[config.mk]
export PLATFORM = sky130hd
export DESIGN_NAME = lfsr_burst_ctrl_flat
export DESIGN_NICKNAME = d
export VERILOG_FILES = /design/src/rtl/lfsr_burst_if.sv /design/src/rtl/lfsr_burst_ctrl.sv /design/src/flat_wrapper.sv
export SDC_FILE = /design/constraint.sdc
export NUM_CORES = 1
export LEC_CHECK = 0
export BUFFER_PORTS_ARGS = -buffer_cell sky130_fd_sc_hd__buf_2
export CORE_MARGIN = 2
export CORE_UTILIZATION = 35
export CTS_BUF_LIST = sky130_fd_sc_hd__clkbuf_8
export CTS_CLUSTER_SIZE = 10
export DETAILED_ROUTE_END_ITERATION = 6
export PLACE_DENSITY = 0.56
export SYNTH_ARGS = -nofsm -noshare
export SYNTH_HDL_FRONTEND = slang
export SYNTH_SLANG_ARGS = --single-unit
[constraint.sdc]
create_clock -name clk -period 2.35 [get_ports clk]
set_clock_uncertainty 0.05 [all_clocks]
set_input_delay 0.1175 -clock clk [delete_from_list [all_inputs] [get_ports clk]]
set_output_delay 0.1175 -clock clk [all_outputs]
set_load 0.05 [all_outputs]
[src/rtl/lfsr_burst_if.sv]
// Command and stream handshake bundle for lfsr_burst_ctrl.
// The slave side is the controller; the master side is the command source and data consumer.
interface lfsr_burst_if #(
  parameter int WIDTH = 8,
  parameter int CNT_W = 8
);
  logic             cmd_valid;
  logic             cmd_ready;
  logic [WIDTH-1:0] cmd_seed;
  logic [CNT_W-1:0] cmd_len;
  logic             abort;
  logic             out_valid;
  logic             out_ready;
  logic [WIDTH-1:0] out_data;
  logic             out_last;
  logic             busy;
  logic             done;
  logic             seed_err;

  modport master (
    output cmd_valid, cmd_seed, cmd_len, abort, out_ready,
    input  cmd_ready, out_valid, out_data, out_last, busy, done, seed_err
  );

  modport slave (
    input  cmd_valid, cmd_seed, cmd_len, abort, out_ready,
    output cmd_ready, out_valid, out_data, out_last, busy, done, seed_err
  );
endinterface

[src/rtl/lfsr_burst_ctrl.sv]
// Seeds a Fibonacci LFSR from an accepted command and streams exactly cmd_len words
// with valid/ready backpressure, flagging the final beat and pulsing done at the end.
module lfsr_burst_ctrl #(
  parameter int               WIDTH = 8,
  parameter logic [WIDTH-1:0] TAPS  = 8'hB8,
  parameter int               CNT_W = 8
) (
  input logic         clk,
  input logic         rst,
  lfsr_burst_if.slave bus
);

  localparam logic [0:0]       ST_IDLE  = 1'b0;
  localparam logic [0:0]       ST_RUN   = 1'b1;
  localparam logic [WIDTH-1:0] SEED_ONE = {{(WIDTH-1){1'b0}}, 1'b1};
  localparam logic [CNT_W-1:0] CNT_ONE  = {{(CNT_W-1){1'b0}}, 1'b1};

  logic [0:0]       r_state;
  logic [WIDTH-1:0] r_lfsr;
  logic [CNT_W-1:0] r_remaining;
  logic             r_done;
  logic             r_seed_err;

  logic [WIDTH-1:0] w_tap_bits;
  logic [WIDTH-1:0] w_lfsr_next;
  logic [WIDTH-1:0] w_seed;
  logic             w_idle;
  logic             w_run;
  logic             w_seed_zero;
  logic             w_cmd_fire;
  logic             w_beat_fire;
  logic             w_is_last;

  genvar gi;
  generate
    for (gi = 0; gi < WIDTH; gi++) begin : g_taps
      assign w_tap_bits[gi] = r_lfsr[gi] & TAPS[gi];
    end
  endgenerate

  assign w_lfsr_next = {r_lfsr[WIDTH-2:0], ^w_tap_bits};

  // An all-zero seed would lock the register up, so it is replaced by 1.
  assign w_seed_zero = (bus.cmd_seed == '0);
  assign w_seed      = w_seed_zero ? SEED_ONE : bus.cmd_seed;

  assign w_idle      = (r_state == ST_IDLE);
  assign w_run       = (r_state == ST_RUN);
  assign w_cmd_fire  = bus.cmd_valid & w_idle;
  assign w_beat_fire = w_run & bus.out_ready;
  assign w_is_last   = (r_remaining == CNT_ONE);

  assign bus.cmd_ready = w_idle;
  assign bus.out_valid = w_run;
  assign bus.busy      = w_run;
  assign bus.out_data  = r_lfsr;
  assign bus.out_last  = w_is_last & w_run;
  assign bus.done      = r_done;
  assign bus.seed_err  = r_seed_err;

  always_ff @(posedge clk) begin
    if (rst) begin
      r_state     <= ST_IDLE;
      r_lfsr      <= '0;
      r_remaining <= '0;
      r_done      <= 1'b0;
      r_seed_err  <= 1'b0;
    end else begin
      r_done     <= 1'b0;
      r_seed_err <= 1'b0;
      case (r_state)
        ST_IDLE: begin
          if (w_cmd_fire) begin
            r_seed_err <= w_seed_zero;
            if (bus.cmd_len == '0) begin
              r_done <= 1'b1;
            end else begin
              r_state     <= ST_RUN;
              r_lfsr      <= w_seed;
              r_remaining <= bus.cmd_len;
            end
          end
        end
        ST_RUN: begin
          // Abort wins over a coincident beat; that beat is treated as not delivered.
          if (bus.abort) begin
            r_state <= ST_IDLE;
            r_done  <= 1'b1;
          end else if (w_beat_fire) begin
            r_lfsr      <= w_lfsr_next;
            r_remaining <= r_remaining - CNT_ONE;
            if (w_is_last) begin
              r_state <= ST_IDLE;
              r_done  <= 1'b1;
            end
          end
        end
        default: r_state <= ST_IDLE;
      endcase
    end
  end

endmodule

[src/flat_wrapper.sv]
// flat-port wrapper written by rule: the top's interface ports become plain ports
module lfsr_burst_ctrl_flat 
#(
  parameter int               WIDTH = 8,
  parameter logic [WIDTH-1:0] TAPS  = 8'hB8,
  parameter int               CNT_W = 8
)
  (clk, rst, bus_cmd_valid, bus_cmd_seed, bus_cmd_len, bus_abort, bus_out_ready, bus_cmd_ready, bus_out_valid, bus_out_data, bus_out_last, bus_busy, bus_done, bus_seed_err);
  lfsr_burst_if #(.WIDTH(WIDTH), .CNT_W(CNT_W)) bus_i ();
  input logic clk;
  input logic rst;
  input wire logic [$bits(bus_i.cmd_valid)-1:0] bus_cmd_valid;
  input wire logic [$bits(bus_i.cmd_seed)-1:0] bus_cmd_seed;
  input wire logic [$bits(bus_i.cmd_len)-1:0] bus_cmd_len;
  input wire logic [$bits(bus_i.abort)-1:0] bus_abort;
  input wire logic [$bits(bus_i.out_ready)-1:0] bus_out_ready;
  output wire logic [$bits(bus_i.cmd_ready)-1:0] bus_cmd_ready;
  output wire logic [$bits(bus_i.out_valid)-1:0] bus_out_valid;
  output wire logic [$bits(bus_i.out_data)-1:0] bus_out_data;
  output wire logic [$bits(bus_i.out_last)-1:0] bus_out_last;
  output wire logic [$bits(bus_i.busy)-1:0] bus_busy;
  output wire logic [$bits(bus_i.done)-1:0] bus_done;
  output wire logic [$bits(bus_i.seed_err)-1:0] bus_seed_err;
  assign bus_i.cmd_valid = bus_cmd_valid;
  assign bus_i.cmd_seed = bus_cmd_seed;
  assign bus_i.cmd_len = bus_cmd_len;
  assign bus_i.abort = bus_abort;
  assign bus_i.out_ready = bus_out_ready;
  assign bus_cmd_ready = bus_i.cmd_ready;
  assign bus_out_valid = bus_i.out_valid;
  assign bus_out_data = bus_i.out_data;
  assign bus_out_last = bus_i.out_last;
  assign bus_busy = bus_i.busy;
  assign bus_done = bus_i.done;
  assign bus_seed_err = bus_i.seed_err;
  lfsr_burst_ctrl #(.WIDTH(WIDTH), .TAPS(TAPS), .CNT_W(CNT_W)) u_core (.clk(clk), .rst(rst), .bus(bus_i));
endmodule
== After elaboration in Yosys (flattened, before gate mapping) ==
Cells that the tools add are included.

* Logic and storage cells: 44
* Bits of input ports: 21
* Output and inout port bits: 14
* Register bits after elaboration: 19

* Bitwise gates (word level): 5
* Add/sub/neg operators: 1
* Reductions and logical operators: 5
* Multiplexer cells: 23
* Equality and inequality tests: 5

{| class="wikitable"
|+ Operators with widths
! operator !! number
|-
| 2-to-1 mux 8 bit || 9
|-
| case mux 8 bit (2 select lines) || 2
|-
| logical NOT 8 bit || 2
|-
| 2-to-1 mux 1 bit || 10
|-
| equality test 8 x 1 -> 1 bit, second input constant || 1
|-
| inequality test 2 bit, second input constant || 4
|-
| XOR reduction 8 bit || 1
|-
| subtractor 8 x 1 -> 8 bit, second input constant || 1
|-
| case mux 1 bit (2 select lines) || 2
|-
| AND reduction 4 bit || 1
|-
| bitwise AND 1 bit || 3
|-
| OR reduction 3 bit || 1
|-
| NOT 1 bit || 2
|}

== Longest topological paths before layout ==
Gate-level depths: netlist of run 1.

* Word-level depth: 5
* Gate-level depth with buffers: 6
* Mapped depth without buffers: 6

== Worst setup path before layout of run 1 ==
No wires, ideal clock.

* Path type: reg-to-output
* Start point: register u_core.r_state (netlist: u_core.bus.busy)
* End point: output bus_out_last
* Data required time: 2183 ps
* Data arrival time: 2099 ps
* Cell stages (with the launch flop): 4
* Slack: 83 ps
* Path buffers: 1
* Path through: dfxtp_1 inv_1 clkbuf_1 nor2_1

* Longest elaborated chain between the ends: 1

{| class="wikitable"
|+ RTL lines
! element !! RTL line !! RTL
|-
| start, declared || lfsr_burst_ctrl.sv:18 || <nowiki>logic [0:0] r_state;</nowiki>
|-
| start signal, assigned || lfsr_burst_ctrl.sv:63 || <nowiki>r_state <= ST_IDLE;</nowiki>
|-
| start signal, assigned || lfsr_burst_ctrl.sv:78 || <nowiki>r_state <= ST_RUN;</nowiki>
|-
| start signal, assigned || lfsr_burst_ctrl.sv:87 || <nowiki>r_state <= ST_IDLE;</nowiki>
|-
| bitwise AND 1 bit || lfsr_burst_ctrl.sv:57 || <nowiki>assign bus.out_last = w_is_last & w_run;</nowiki>
|-
| end, declared || flat_wrapper.sv:20 || <nowiki>output wire logic [$bits(bus_i.out_last)-1:0] bus_out_last;</nowiki>
|}

No other way between the ends.

== Worst setup path after layout of run 1 ==
* Start point: register u_core.r_remaining[0]
* End point: register u_core.r_remaining[6]

* Longest elaborated chain between the ends: 4

{| class="wikitable"
|+ RTL lines
! element !! RTL line !! RTL
|-
| start, declared || lfsr_burst_ctrl.sv:20 || <nowiki>logic [CNT_W-1:0] r_remaining;</nowiki>
|-
| start signal, assigned || lfsr_burst_ctrl.sv:80 || <nowiki>r_remaining <= bus.cmd_len;</nowiki>
|-
| start signal, assigned || lfsr_burst_ctrl.sv:91 || <nowiki>r_remaining <= r_remaining - CNT_ONE;</nowiki>
|-
| subtractor 8 x 1 -> 8 bit || lfsr_burst_ctrl.sv:91 ||
|-
| 2-to-1 mux 8 bit || lfsr_burst_ctrl.sv:89 || <nowiki>end else if (w_beat_fire) begin</nowiki>
|-
| 2-to-1 mux 8 bit || lfsr_burst_ctrl.sv:86 || <nowiki>if (bus.abort) begin</nowiki>
|-
| case mux 8 bit (2 select lines) || lfsr_burst_ctrl.sv:71 || <nowiki>case (r_state)</nowiki>
|}

No other way between the ends. The select of a mux whose other input is x is not followed.
A chain may end at the register's enable or synchronous reset.

==> out/metrics.yaml, run 1 <==
antenna_found_initial: 0
slew_headroom: 0.552
critPathRequiredTime_ns: 2.45
hold_viol_final: 0
initial_core_util: 0.364
insertion_delay_ns: 0.26
cts.sinks: 19
cts_tree: "yes"
hold_buffers: 0
status: "finished clean"
fmax_ghz: 0.506
yosys_warnings: 0
synth-xor-area-share: 0.0239
wl_per_cell_microns: 14.3
htreeDepth: 1
ys_types: 36
cts-root-buf: "clkbuf_8"
ys_top_cells_by_count: "dfxtp_1 (19), nor2_1 (16), a21oi_1 (10)"
drc: 0
chipHeight_microns: 60.1
syn-cell-area_sq_um: 1100
grtUsageMet1: 0.233
io-pin-count: 35
io_buffers: 34
synth_top_family_by_area: "compound AO/OA/AOI/OAI gates"
tns_ns: 0
criticalPathCategory: "flop to flop"
gr-usage-all-layers: 0.172
hold_class: "input pin to flop"
ys_top_cells_by_area: "dfxtp_1 (35%), mux2i_1 (8.2%), a211oi_1 (6.1%)"
synthSimpleGateAreaFrac: 0.199
grt_pass1_vias: 1026
grt.overflow.total: 0
tightest_slew_ns: 0.672
busiest_layer: "met2"
yosysMostFrequentCell: "dfxtp_1"
gp_congestion: 0.882
yosysSeqAreaShare: 0.345
antennaDiodeCount: 0
ys_ff_latch: 19
period_minus_slack_ns: 1.98
fin_nets: 187
hpwlAfterDp_microns: 2210
layout-drive-gt1-share: 0.294
drv_slew: 0
synthToLayoutAreaGrowth_pct: 22.5
rows: 20
detail-route-antenna-nets: 0
grt_pass1_wl_microns: 4710
synth_fp_nets: 152
r2r_start: "u_core.r_remaining[0]$_SDFFE_PP0P_"
p_leak_uw: 0.000553
path_clk_slew_ns: 0.08
synth_fa_ha_area_frac: 0.0227
startpoint_type: "flop"
synthMuxAreaShare: 0.0818
rsz0062_at_grt: "false"
ys.flop_type: "dfxtp_1"
grt_max_degree: 19
syn_inst: 129
synth_top_area_frac: 0.345
die_area_sq_um: 3610
synth_edf_count: 0
drt_wl_total_microns: 2960
final_area_sq_um: 1350
min_from: "bus_cmd_seed[6]"
cp-startpoint: "u_core.r_remaining[0]$_SDFFE_PP0P_"
use_met3: 0.0390
dr.pass1.iters: 4
vias: 1123
path_max_fanout: 4
setup_viol: 0
met2_usage: 0.270
cts_resized: 0
clk_path_buf_depth: 2
period_share: 0.841
yosys.area.top_type: "dfxtp_1"
cp-end-kind: "flop"
vias_per_cell: 5.43
worstPathArrival_ns: 2.08
drtIter0Drc: 39
timing.max_cap.violations: 0
peakVddDrop_v: 0.000292
post_cts_buffers: 0
async_flop_share: 0
cts-buffers-inserted: 3
place_area_sq_um: 1300
syn_area_per_cell_sq_um: 8.54
power.density_nw_per_um2: 690
fp.coreArea_sq_um: 3030
synth_compound_area_frac: 0.258
die_x_microns: 60.1
[power breakdown]
group,internal (uW),switching (uW)
registers,352,28.8
logic,111,200
clock network,118,119
total,582,348
[flip-flops by register name (all words and copies together), names as in the netlist]
name / flops
u_core.bus.busy: 1
u_core.bus.done: 1
u_core.bus.out_data: 8
u_core.bus.seed_err: 1
u_core.r_remaining: 8
[layout make-up]
cell class	instances	area (sq um)
Inverter	6	22.5
Timing Repair Buffer	38	200
Tap cell	44	55.1
Sequential cell	19	380
Clock buffer	3	41.3
Clock inverter	1	5.00
Multi-Input combinational cell	96	644
Fill cell	323	1680
[critical path, stage by stage, from the launching register on]
cell     delay, ns
dfxtp_1       0.34
inv_1         0.14
ha_1          0.26
or3b_2        0.51
nor3_1        0.16
o21ai_0       0.11
a32o_1        0.30
[cell families (layout without fill, tap and decap cells)]
group,count (synthesis),count (layout)
simple gates,43,43
compound gates,39,39
flops,19,19
buf+inv,14,48
mux,9,9
xor+xnor,3,3
fa+ha+maj,2,2
[placed cells by master, fill, tap and decap left out, types with 2 or more instances in the layout]
master and n:
nand2_1 7, dfxtp_1 19, mux2i_1 9, nor3_1 2
nor4_1 6, o21ai_0 7, buf_2 34, a211oi_1 9
buf_4 4, nand3_1 3, xnor2_1 3, nor2b_1 2
o32ai_1 4, clkbuf_8 3, inv_1 6, a21oi_1 10
nor2_1 16, ha_1 2
[worst paths after layout]
kind | endpoint | depth (start not counted) | slack [ns]
min | u_core.bus.seed_err$_SDFF_PP0_ | 4 | 0.1
min reg2reg | u_core.bus.out_data[0]$_SDFFE_PP0P_ | 2 | 0.44
max reg2reg | u_core.r_remaining[6]$_SDFFE_PP0P_ | 6 | 0.37
max | u_core.r_remaining[6]$_SDFFE_PP0P_ | 6 | 0.37
[per-stage QoR]
stage	setup slack (ns)	cells	util	hold slack (ns)	total power (uW)
after floorplan	0.0834	129	-	0.238	616
after global placement	0.381	203	0.430	0.373	694
after detailed placement	0.402	203	0.430	0.372	696
after CTS	0.381	207	0.445	0.0975	933
after global routing	0.206	207	0.445	0.113	982
final	0.374	207	0.445	0.0981	930
[layer usage]
metal / up-vias / wire length [microns]
met5: - / 0
met4: 0 / 0
met3: 0 / 169
met2: 35 / 1410
met1: 535 / 1380
li1: 553 / -
Note: power is estimated with default switching activity, not from simulation.
==> run 2, diff against run 1 <==
--- a/config.mk
+++ b/config.mk
@@ -11,7 +11,7 @@
 export CTS_BUF_LIST = sky130_fd_sc_hd__clkbuf_8
 export CTS_CLUSTER_SIZE = 10
 export DETAILED_ROUTE_END_ITERATION = 6
-export PLACE_DENSITY = 0.56
+export PLACE_DENSITY = 0.59
 export SYNTH_ARGS = -nofsm -noshare
 export SYNTH_HDL_FRONTEND = slang
 export SYNTH_SLANG_ARGS = --single-unit
==> constraint.sdc (replaced) <==
create_clock -name clk -period 1.8 [get_ports clk]
set_clock_uncertainty 0.05 [all_clocks]
set_input_delay 0.09 -clock clk [delete_from_list [all_inputs] [get_ports clk]]
set_output_delay 0.09 -clock clk [all_outputs]
set_load 0.05 [all_outputs]
==> run 2 against run 1 <==
  * First-iteration DRC count is 23% higher
  * Utilization is 1.7 points higher
  * Critical path depth is 2 lower
  * Sequential power is 32% higher
  * Largest cell class unchanged
  * Via count is 1.2% higher
  * Sequential share of layout area is 0.92 points lower
  * Cell count is 1.9% higher
  * Highest routed layer is now met4
  * Combinational power is 35% higher
  * Flip-flop and latch count stayed put
==> out/metrics.yaml, run 2 (same netlist as run 1, synthesis figures left out) <==
dp.cells: 207  # was 203
crit_family: "simple AND/OR/NAND/NOR gates"  # unchanged
worstPathCellList: "nor4_2 -> nand3_1 -> nor2_4 -> buf_2"  # was inv_1 -> ha_1 -> or3b_2 -> nor3_1 -> o21ai_0 -> a32o_1
post_cts_buffers: 0  # unchanged
antennaDiodeCount: 0  # unchanged
critPathRequiredTime_ns: 1.66  # was 2.45 ns
antenna_found_initial: 0  # unchanged
cp_num_buf_inv: 1  # unchanged
path_clk_slew_ns: 0.08  # about the same
hold_buffers: 0  # unchanged
final_area_sq_um: 1400  # was 1350 sq um
hold_class: "input pin to flop"  # unchanged
final_common_cell: "buf_2"  # unchanged
cts.sinks: 19  # unchanged
power.density_nw_per_um2: 878  # was 690 nW/um^2
grt.overflow.total: 0  # unchanged
grt_pass1_wl_microns: 4910  # was 4710 microns
die_x_microns: 60.1  # unchanged
tns_ns: 0  # unchanged
cts-buffers-inserted: 3  # unchanged
timing.max_cap.violations: 0  # unchanged
fp.coreArea_sq_um: 3030  # unchanged
place_area_sq_um: 1340  # was 1300 sq um
r2r-end: "u_core.r_remaining[6]$_SDFFE_PP0P_"  # unchanged
vias: 1137  # was 1,123
clk_path_buf_depth: 2  # unchanged
startpoint_type: "flop"  # unchanged
rows: 20  # unchanged
layout-drive-gt1-share: 0.341  # was 0.294
criticalPathCategory: "flop to output pin"  # was flop to flop
insertion_delay_ns: 0.25  # was 0.26 ns
whs_endpoint: "u_core.r_remaining[5]$_SDFFE_PP0P_"  # was u_core.bus.seed_err$_SDFF_PP0_
drv_slew: 0  # unchanged
dr_wl_met2_microns: 1370  # was 1410 microns
r2r_start: "u_core.r_remaining[0]$_SDFFE_PP0P_"  # unchanged
crit_path_max_incr_delay_ns: 0.37  # was 0.51 ns
drtIter0Drc: 48  # was 39
wl_met1_microns: 1330  # was 1380 microns
routed.top_layer: "met4"  # was met3
period_share: 0.927
synthToLayoutAreaGrowth_pct: 27.0  # was 22.5%
grt_max_degree: 18  # was 19
cts-root-buf: "clkbuf_8"  # unchanged
holdPathStages: 3  # was 4
initial_core_util: 0.364  # unchanged
drc: 0  # unchanged
grt_pass1_vias: 1102  # was 1,026
final_cell_mix: "buf_2 (34), dfxtp_1 (18), nor2_1 (15)"  # was buf_2 (34), dfxtp_1 (19), nor2_1 (16)
chipHeight_microns: 60.1  # unchanged
die_area_sq_um: 3610  # unchanged
reg2reg_slack_ns: 0.17  # was 0.37 ns
hold_slack_ns: 0.0889  # was 0.0981 ns
hpwlAfterDp_microns: 2230  # was 2210 microns
cts_tree: "yes"  # unchanged
vias_per_cell: 5.39  # was 5.43
final_cell_count_no_fill: 211  # was 207
period_minus_slack_ns: 1.67
io_buffers: 34  # unchanged
setup_viol: 0  # unchanged
hold_viol_final: 0  # unchanged
peakVddDrop_v: 0.000471  # was 0.000292 V
r2r_cells: 6  # unchanged
drt_wl_total_microns: 2920  # was 2960 microns
wl_per_cell_microns: 13.9  # was 14.3 microns
htreeDepth: 1  # unchanged
tightest_slew_ns: 0.468  # was 0.672 ns
gr-usage-all-layers: 0.179  # was 0.172
status: "finished clean"  # unchanged
rsz0062_at_grt: "false"  # unchanged
slew_headroom: 0.685  # was 0.552
worstPathArrival_ns: 1.53  # was 2.08 ns
met3RoutedLength_microns: 187  # was 169 microns
gp_congestion: 0.902  # was 0.882
detail-route-antenna-nets: 0  # unchanged
p_leak_uw: 0.000570  # was 0.000553 uW
io-pin-count: 35  # unchanged
fin_nets: 191  # was 187
slowest_stage: "dfxtp_1"  # was or3b_2
cp-end-kind: "output pin"  # was flop
dr.pass1.iters: 4  # unchanged
fmax_ghz: 0.599
path_max_fanout: 5  # was 4
final_core_util: 0.462  # was 0.445
min_from: "bus_cmd_len[5]"  # was bus_cmd_seed[6]
==> run 2: cell count changes in the layout (fill, tap and decap cells not counted), sizes merged <==
| cell | previous run | this run |
|---|---|---|
| buf | 38 | 42 |
| clkinv | 1 | 0 |
| clkinvlp | 0 | 1 |
==> run 2: stage by stage <==
stage	setup slack, ns	power (uW)
floorplan	0.117	808
global placement	0.0847	918
detailed placement	0.0262	923
CTS	0.0376	1230
global route	0.0242	1310
finish	0.132	1230
==> run 2: where the power goes <==
part           internal, uW  switching, uW  total [uW]  leakage, uW
registers               460           43.0         503     0.000157
logic                   162            260         422     0.000391
clock network           156            147         303    0.0000217
total                   779            450        1230     0.000570
==> run 2: how the worst max path moves through the flow <==
stage                                                   from                                  to  cells past startpoint
after floorplan           u_core.r_remaining[0]$_SDFFE_PP0P_  u_core.r_remaining[6]$_SDFFE_PP0P_                      6
after global placement                        bus_cmd_len[2]  u_core.r_remaining[0]$_SDFFE_PP0P_                      5
after detailed placement                      bus_cmd_len[6]  u_core.r_remaining[0]$_SDFFE_PP0P_                      5
after CTS                 u_core.r_remaining[5]$_SDFFE_PP0P_                        bus_out_last                      4
after global routing      u_core.r_remaining[5]$_SDFFE_PP0P_                        bus_out_last                      4
final                     u_core.r_remaining[5]$_SDFFE_PP0P_                        bus_out_last                      4
==> run 2: tightest hold or removal path: cells and delay by family <==
kind            cells  cell delay (ns)
compound gates      2             0.18
buf+inv             1             0.10
==> run 2: area by class of cell <==
type / count / area [sq um]
clock buffer: 3 / 41.3
multi-input combinational: 96 / 661
clock inverter: 1 / 7.51
sequential: 19 / 382
timing repair buffer: 42 / 230
tap: 44 / 55.1
fill: 321 / 1630
inverter: 6 / 22.5
==> run 2: what timing repair did <==
item | 4_1_cts | 5_1_grt
endpoints found under the setup margin | 0 | 2
resized for setup | 0 | 4
endpoints found under the hold margin | 0 | 0
==> run 2: layer usage <==
metal | up-vias | track usage
met1 | 530 | 0.232
met3 | 4 | 0.0260
met4 | 0 | 0.0698
met2 | 42 | 0.298
met5 | - | 0
li1 | 561 | -
==> run 3, diff against run 2 <==
--- a/config.mk
+++ b/config.mk
@@ -5,13 +5,17 @@
 export SDC_FILE = /design/constraint.sdc
 export NUM_CORES = 1
 export LEC_CHECK = 0
+export ABC_AREA = 0
 export BUFFER_PORTS_ARGS = -buffer_cell sky130_fd_sc_hd__buf_2
+export CELL_PAD_IN_SITES_DETAIL_PLACEMENT = 1
+export CELL_PAD_IN_SITES_GLOBAL_PLACEMENT = 2
 export CORE_MARGIN = 2
-export CORE_UTILIZATION = 35
+export CORE_UTILIZATION = 27
 export CTS_BUF_LIST = sky130_fd_sc_hd__clkbuf_8
 export CTS_CLUSTER_SIZE = 10
 export DETAILED_ROUTE_END_ITERATION = 6
-export PLACE_DENSITY = 0.59
+export HOLD_SLACK_MARGIN = 0.08
+export PLACE_DENSITY = 0.76
 export SYNTH_ARGS = -nofsm -noshare
 export SYNTH_HDL_FRONTEND = slang
 export SYNTH_SLANG_ARGS = --single-unit
==> run 3 against run 2 <==
  * Combinational power up 7.1%
  * Count of clock-buffer cells in the layout is the same
  * Cell count rose by 3.8%
  * Flip-flop and latch count did not move
  * Highest routed layer unchanged
==> out/metrics.yaml, run 3 (same netlist as run 1, synthesis figures left out) <==
setup_viol: 0  # unchanged
multi_input_area_sq_um: 674  # was 661 sq um
drc: 0  # unchanged
die_x_microns: 67.9  # was 60.1 microns
drv_slew: 0  # unchanged
cts-root-buf: "clkbuf_8"  # unchanged
reg2reg_slack_ns: 0.16  # was 0.17 ns
cts_tree: "yes"  # unchanged
power.density_nw_per_um2: 874  # was 878 nW/um^2
gp_congestion: 0.850  # was 0.902
busiest_layer: "met2"  # unchanged
fp.coreArea_sq_um: 3970  # was 3030 sq um
clk_path_buf_depth: 2  # unchanged
grtUsageMet1: 0.211  # was 0.232
cts-buffers-inserted: 3  # unchanged
place_area_sq_um: 1380  # was 1340 sq um
timing.max_cap.violations: 0  # unchanged
detail-route-antenna-nets: 0  # unchanged
met2_usage: 0.290  # was 0.298
final_common_cell: "buf_2"  # unchanged
holdPathStages: 4  # was 3
critPathRequiredTime_ns: 1.66  # about the same
seqPwrFrac: 0.404  # was 0.410
gr-usage-all-layers: 0.169  # was 0.179
whs_endpoint: "u_core.bus.seed_err$_SDFF_PP0_"  # was u_core.r_remaining[5]$_SDFFE_PP0P_
rsz0062_at_grt: "false"  # unchanged
hpwlAfterDp_microns: 2740  # was 2230 microns
io_buffers: 34  # unchanged
p_leak_uw: 0.000594  # was 0.000570 uW
fmax_ghz: 0.592  # was 0.599 GHz
chipHeight_microns: 67.9  # was 60.1 microns
p_switching_uw: 471  # was 450 uW
hold_class: "input pin to flop"  # unchanged
drt_wl_total_microns: 3500  # was 2920 microns
nFillCells: 508  # was 321
grt_pass1_vias: 1280  # was 1,102
initial_core_util: 0.277  # was 0.364
antenna_found_initial: 0  # unchanged
drtIter0Drc: 33  # was 48
final_cell_mix: "buf_2 (34), dfxtp_1 (18), nor2_1 (15)"  # unchanged
rows: 23  # was 20
vias: 1198  # was 1,137
r2r_cells: 6  # unchanged
tns_ns: 0  # unchanged
fin_nets: 193  # was 191
use_met3: 0.0280  # was 0.0260
hold_viol_final: 0  # unchanged
path_max_fanout: 5  # unchanged
path_clk_slew_ns: 0.08  # about the same
dp.cells: 215  # was 207
criticalPathCategory: "flop to output pin"  # unchanged
dr.pass1.iters: 4  # unchanged
cts.sinks: 19  # unchanged
seqCellArea_sq_um: 382  # unchanged
grt.overflow.total: 0  # unchanged
pwr-share-clk: 0.238  # was 0.246
period_share: 0.939  # was 0.927
r2r_start: "u_core.r_remaining[0]$_SDFFE_PP0P_"  # unchanged
vias_per_cell: 5.47  # was 5.39
cp-end-kind: "output pin"  # unchanged
hold_buffers: 0  # unchanged
period_minus_slack_ns: 1.69  # was 1.67 ns
tightest_slew_ns: 0.509  # was 0.468 ns
min_from: "bus_cmd_seed[6]"  # was bus_cmd_len[5]
layout-drive-gt1-share: 0.343  # was 0.341
io-pin-count: 35  # unchanged
worstPathArrival_ns: 1.55  # was 1.53 ns
status: "finished clean"  # unchanged
antennaDiodeCount: 0  # unchanged
grt_pass1_wl_microns: 5890  # was 4910 microns
startpoint_type: "flop"  # unchanged
final_cell_count_no_fill: 219  # was 211
slew_headroom: 0.657  # was 0.685
peakVddDrop_v: 0.000364  # was 0.000471 V
wl_per_cell_microns: 16.0  # was 13.9 microns
die_area_sq_um: 4600  # was 3610 sq um
final_core_util: 0.364  # was 0.462
r2r-end: "u_core.r_remaining[6]$_SDFFE_PP0P_"  # unchanged
insertion_delay_ns: 0.26  # was 0.25 ns
p_comb_frac: 0.358  # was 0.344
swShare: 0.373  # was 0.366
synthToLayoutAreaGrowth_pct: 31.1  # was 27.0%
final_area_sq_um: 1440  # was 1400 sq um
internal-power_uw: 791  # was 779 uW
htreeDepth: 1  # unchanged
grt_max_degree: 18  # unchanged
==> run 3: timing repair <==
action,CTS,global route
gates resized for setup,2,3
buffers inserted,0,0
endpoints found under the setup margin,2,2
==> run 3: critical path, cell delays in order (launching register included) <==
cell,delay (ns)
dfxtp_1,0.39
nor4_4,0.36
nand3_1,0.18
nor2_4,0.10
buf_2,0.26
==> run 3: how the worst max path moves through the flow <==
stage	startpoint	endpoint	slack (ns)	cells past startpoint
2_1_floorplan	u_core.r_remaining[0]$_SDFFE_PP0P_	u_core.r_remaining[6]$_SDFFE_PP0P_	0.12	6
3_3_place_gp	bus_cmd_len[2]	u_core.r_remaining[0]$_SDFFE_PP0P_	0.09	5
3_5_place_dp	u_core.r_remaining[0]$_SDFFE_PP0P_	u_core.r_remaining[6]$_SDFFE_PP0P_	0.0009	6
4_1_cts	u_core.r_remaining[0]$_SDFFE_PP0P_	u_core.r_remaining[6]$_SDFFE_PP0P_	0.04	6
5_1_grt	u_core.r_remaining[5]$_SDFFE_PP0P_	bus_out_last	0.02	4
6_report	u_core.r_remaining[5]$_SDFFE_PP0P_	bus_out_last	0.11	4
==> run 3: cell type report <==
cell class              count  area share
multi-input cells          96       0.467
flip-flops and latches     19       0.264
repair buffers             44       0.179
well taps                  50      0.0433
clock buffers               3      0.0286
inverters                   6      0.0156
clock inverters             1     0.00260
==> run 3: metal layers <==
metal,part of all wire,vias to the layer above,wire [microns]
li1,-,565,-
met1,0.43,585,1510
met3,0.064,6,225
met4,0.017,0,59
met2,0.49,42,1700
met5,0,-,0
==> run 3: metrics by stage <==
step           hold slack, ns  power, uW  setup WS, ns
2_1_floorplan           0.210        808         0.117
3_3_place_gp            0.354        941        0.0891
3_5_place_dp            0.362        954      0.000857
4_1_cts                0.0881       1260        0.0381
5_1_grt                0.0974       1340        0.0237
6_report               0.0885       1260         0.110
==> run 3: power groups by stage <==
stage | clock network (uW) | registers (uW) | logic [uW]
final | 301 | 510 | 452
after global placement | 0 | 510 | 430
after detailed placement | 0 | 513 | 441
after CTS | 311 | 505 | 445
after floorplan | 0 | 575 | 233
after global routing | 336 | 516 | 491
